## src/rtl/adder_nbit_reg.sv

```systemverilog
// Parameterized N-bit registered ripple-carry adder producing a full N+1 bit sum.
// Define ADDER_NBIT_PIPE_EN to split the carry chain at N/2 behind a register (latency 2).

module adder_nbit_reg_fa (
    input  logic a_i,
    input  logic b_i,
    input  logic c_i,
    output logic s_o,
    output logic c_o
);
    assign s_o = a_i ^ b_i ^ c_i;
    assign c_o = (a_i & b_i) | (a_i & c_i) | (b_i & c_i);
endmodule

module adder_nbit_reg_rca #(
    parameter int W = 4
) (
    input  logic [W-1:0] a_i,
    input  logic [W-1:0] b_i,
    input  logic         c_i,
    output logic [W-1:0] s_o,
    output logic         c_o
);
    // Carries live in per-bit scopes so each link of the chain is its own net.
    for (genvar i = 0; i < W; i++) begin : g_bit
        logic ci, co;
        if (i == 0) begin : g_c0
            assign ci = c_i;
        end else begin : g_cn
            assign ci = g_bit[i-1].co;
        end
        adder_nbit_reg_fa u_fa (
            .a_i (a_i[i]),
            .b_i (b_i[i]),
            .c_i (ci),
            .s_o (s_o[i]),
            .c_o (co)
        );
    end
    assign c_o = g_bit[W-1].co;
endmodule

module adder_nbit_reg #(
    parameter int N = 10
) (
    input  logic         clk,
    input  logic         rst,
    input  logic         in_valid,
    input  logic [N-1:0] a,
    input  logic [N-1:0] b,
    output logic [N:0]   sum,
    output logic         out_valid
);
`ifdef ADDER_NBIT_PIPE_EN
    localparam int STAGES = 2;
`else
    localparam int STAGES = 1;
`endif

    logic [N:0]        sum_q, sum_d, res;
    logic [STAGES:1]   vld_pipe_q;
    logic              ld;

`ifdef ADDER_NBIT_PIPE_EN
    localparam int L = N / 2;
    localparam int H = N - L;

    logic [H-1:0] a_hi_q, b_hi_q, s_hi;
    logic         cm_d, cm_q, co_hi;

    // Low half resolves in the first stage; only its sum bits and carry travel on.
    if (L > 0) begin : g_lo
        logic [L-1:0] s_lo, lo_q;
        logic         c_lo;
        adder_nbit_reg_rca #(.W(L)) u_lo (
            .a_i (a[L-1:0]),
            .b_i (b[L-1:0]),
            .c_i (1'b0),
            .s_o (s_lo),
            .c_o (c_lo)
        );
        always_ff @(posedge clk or posedge rst) begin
            if (rst)           lo_q <= '0;
            else if (in_valid) lo_q <= s_lo;
        end
        assign cm_d = c_lo;
        assign res  = {co_hi, s_hi, lo_q};
    end else begin : g_nolo
        assign cm_d = 1'b0;
        assign res  = {co_hi, s_hi};
    end

    always_ff @(posedge clk or posedge rst) begin
        if (rst) begin
            a_hi_q <= '0;
            b_hi_q <= '0;
            cm_q   <= 1'b0;
        end else if (in_valid) begin
            a_hi_q <= a[N-1:L];
            b_hi_q <= b[N-1:L];
            cm_q   <= cm_d;
        end
    end

    adder_nbit_reg_rca #(.W(H)) u_hi (
        .a_i (a_hi_q),
        .b_i (b_hi_q),
        .c_i (cm_q),
        .s_o (s_hi),
        .c_o (co_hi)
    );

    always_ff @(posedge clk or posedge rst) begin
        if (rst) vld_pipe_q <= '0;
        else     vld_pipe_q <= {vld_pipe_q[STAGES-1:1], in_valid};
    end
    assign ld = vld_pipe_q[1];
`else
    logic [N-1:0] s_full;
    logic         co_full;

    adder_nbit_reg_rca #(.W(N)) u_rca (
        .a_i (a),
        .b_i (b),
        .c_i (1'b0),
        .s_o (s_full),
        .c_o (co_full)
    );
    assign res = {co_full, s_full};

    always_ff @(posedge clk or posedge rst) begin
        if (rst) vld_pipe_q <= '0;
        else     vld_pipe_q <= in_valid;
    end
    assign ld = in_valid;
`endif

    // sum only loads on a qualified result, so idle-cycle garbage never reaches it.
    assign sum_d = ld ? res : sum_q;

    always_ff @(posedge clk or posedge rst) begin
        if (rst) sum_q <= '0;
        else     sum_q <= sum_d;
    end

    assign sum       = sum_q;
    assign out_valid = vld_pipe_q[STAGES];
endmodule

```

## config.mk

```make
export PLATFORM = sky130hd
export DESIGN_NAME = adder_nbit_reg
export DESIGN_NICKNAME = d
export VERILOG_FILES = /design/src/rtl/adder_nbit_reg.sv
export SDC_FILE = /design/constraint.sdc
export NUM_CORES = 1
export LEC_CHECK = 0
export BUFFER_PORTS_ARGS = -buffer_cell sky130_fd_sc_hd__buf_2
export CORE_AREA = 8 8 49 51
export DETAILED_ROUTE_END_ITERATION = 8
export DIE_AREA = 0 0 57 59
export PLACE_DENSITY = 0.84
export SLEW_MARGIN = 5
export SYNTH_ARGS = -nofsm -noshare
export SYNTH_HDL_FRONTEND = slang
export SYNTH_SLANG_ARGS = --single-unit
```

## constraint.sdc

```tcl
create_clock -name clk -period 0.9 [get_ports clk]
set_input_delay 0.18 -clock clk [delete_from_list [all_inputs] [get_ports clk]]
set_output_delay 0.18 -clock clk [all_outputs]
set_load 0.005 [all_outputs]
```

==> flow_summary.json <==
{
  "hold_violations": 0,
  "dieArea_um2": 3360,
  "violations": "setup timing",
  "finalPower_uw": 1750,
  "finalCritPeriodShare": 3.99,
  "numCtsBuffers": 3,
  "drive_gt1_frac": 0.767,
  "end_kind": "flop",
  "synth_top_area_share": 0.455,
  "ys_ff_latch": 12,
  "initialDrtViolationCount": 2,
  "area_delta_synth_final_pct": 54.4,
  "cts_tree": "done",
  "path_buf_inv": 2,
  "grt_start_max_net_pins": 13,
  "gp_congestion": 0.667,
  "multi_input_area_um2": 382,
  "p_leak_uw": 0.000514,
  "seq_area_um2": 300,
  "drc_errors": 0,
  "synth.distinct_cells": 9,
  "crit_type": "input pin to flop",
  "path_cells": "buf_6, ha_4, fa_2, fa_2, fa_2, fa_2, fa_2, fa_2, fa_2, fa_2, inv_2, fa_1, a21oi_2",
  "finalInstanceArea_um2": 1020,
  "first_pass_iters": 2,
  "post-route-util": 0.617,
  "io_buffers": 34,
  "core_area_um2": 1650,
  "max-slew-margin-rel": 0.695,
  "grt_use_total": 0.0940,
  "grt_pass1_vias": 608,
  "grt_pass1_wl_um": 2470,
  "root_buffer": "clkbuf_4",
  "cap_violations": 0,
  "cts.sinks": 12,
  "rsz0062_at_grt": "true",
  "nets": 120,
  "final_antenna_net_count": 0,
  "avgSynthCellArea_um2": 16.5,
  "crit_path_top_delay_cell": "fa_1",
  "critical_path.top_delay_family": "adder cells",
  "cellPowerDensity_nw_per_um2": 1710,
  "hold_path.class": "input pin to flop",
  "status": "complete, but fails checks",
  "cp-start-kind": "input pin",
  "worstMarginPinSlew_ns": 0.456,
  "syn_nets": 73,
  "fmax_mhz": 278,
  "crit_required_ns": 1.11,
  "syn_inst": 40,
  "setup_slack_ns": -2.70,
  "path_clk_slew_ns": 0.08,
  "period_minus_slack_ns": 3.60,
  "htree_levels": 1,
  "synth_top_cell_by_area": "dfrtp_1",
  "clockBufferDepth": 2,
  "path_max_fanout": 1,
  "die_height_um": 59,
  "antennaDiodeCount": 0,
  "grt_overflow_total": 0,
  "synth.area.top_cells": "dfrtp_1, fa_1, mux2_4, mux2_2, inv_1",
  "pin_count": 35,
  "worstPathArrival_ns": 3.80,
  "crit_top_cell": "fa_2",
  "antenna_found_initial": 0,
  "final_max_slew_viol_count": 0,
  "setup_viol": 22,
  "num_rows": 15,
  "drt_wl_total_um": 1530,
  "setup_tns_ns": -15.83,
  "fillerInstances": 151,
  "yosys_warnings": 0,
  "seq_area_frac_synth": 0.455,
  "dieWidth_um": 57,
  "clk_latency_ns": 0.27,
  "vias": 467,
  "hpwl_um": 1250,
  "wl_per_cell_um": 14.9,
  "ir_drop_mv": 0.733,
  "initial_utilization": 0.400,
  "synth_area_um2": 661,
  "fin_skew_ns": 0,
  "place_area_um2": 905,
  "vias_per_cell": 4.53,
  "crit_path_max_incr_delay_ns": 0.41
}
-- per-layer routing --
layer	global-route usage	share of wire
met3	0.0579	0.11
met2	0.167	0.53
met4	0.0302	0
met5	0	0
met1	0.0861	0.35
-- layout make-up --
class                      count  share of cell area
multi-input combinational     23               0.374
sequential                    12               0.294
timing repair buffer          43               0.260
clock buffer                   4              0.0356
tap                           17              0.0209
inverter                       4              0.0147
-- stage by stage --
step / instances / hold slack, ns / worst slack (ns)
after floorplan: 40 / 0.0447 / -2.77
after global placement: 92 / 0.207 / -2.97
after detailed placement: 92 / 0.216 / -3.03
after CTS: 103 / 0.178 / -2.70
after global routing: 103 / 0.178 / -2.77
final: 103 / 0.186 / -2.70
-- synth_stat cells --
cell type and count:
mux2_4 6, inv_1 4, nor2_1 2, mux2_2 3, a21oi_1 2, fa_1 9, ha_1 1, buf_6 1
dfrtp_1 12
-- sequential cells by signal (all words and copies together), names as in the netlist --
| name | count |
|---|---|
| out_valid | 1 |
| sum | 11 |
-- final timing paths --
path                          start        end  slack [ns]  cells after the start
min                        in_valid  out_valid        0.19                      2
min reg2reg                  sum[6]     sum[6]        0.51                      1
max in group asynchronous       rst  out_valid        0.14                      3
max reg2reg                  sum[5]     sum[5]        0.01                      2
max                            a[0]     sum[9]       -2.70                     13
min in group asynchronous       rst    sum[10]        0.45                      3
-- power breakdown --
part / total [µW] / switching [µW] / internal [µW]
sequential: 698 / 51.5 / 647
clock: 440 / 194 / 246
combinational: 608 / 216 / 392
total: 1750 / 461 / 1280
-- cell usage in the layout (no fill, tap or decap) --
cell type,count
a21oi_1,1
a21oi_2,1
buf_12,1
buf_2,32
buf_4,7
buf_6,2
clkbuf_4,3
clkbuf_8,1
dfrtp_1,12
dlygate4sd3_1,1
fa_1,1
fa_2,8
ha_4,1
inv_1,3
inv_2,1
mux2_4,9
nor2_1,2
-- cell families (layout without fill, tap and decap cells) --
group                    after synthesis  count (layout)  share of synthesized area
AO/OA/AOI/OAI                          2               2                     0.0152
AND/OR/NAND/NOR                        2               2                     0.0114
buffers and inverters                  5              51                     0.0398
multiplexers                           9               9                      0.188
flip-flops                            12              12                      0.455
adder cells (fa/ha/maj)               10              10                      0.292
-- what timing repair did --
action,in CTS,in global routing
setup buffers,6,0
gates resized for setup,3,2
hold endpoints to repair,12,0
endpoints found under the setup margin,22,22
hold buffers,1,0
pin swaps,1,0
(Power assumes the default switching activity.)
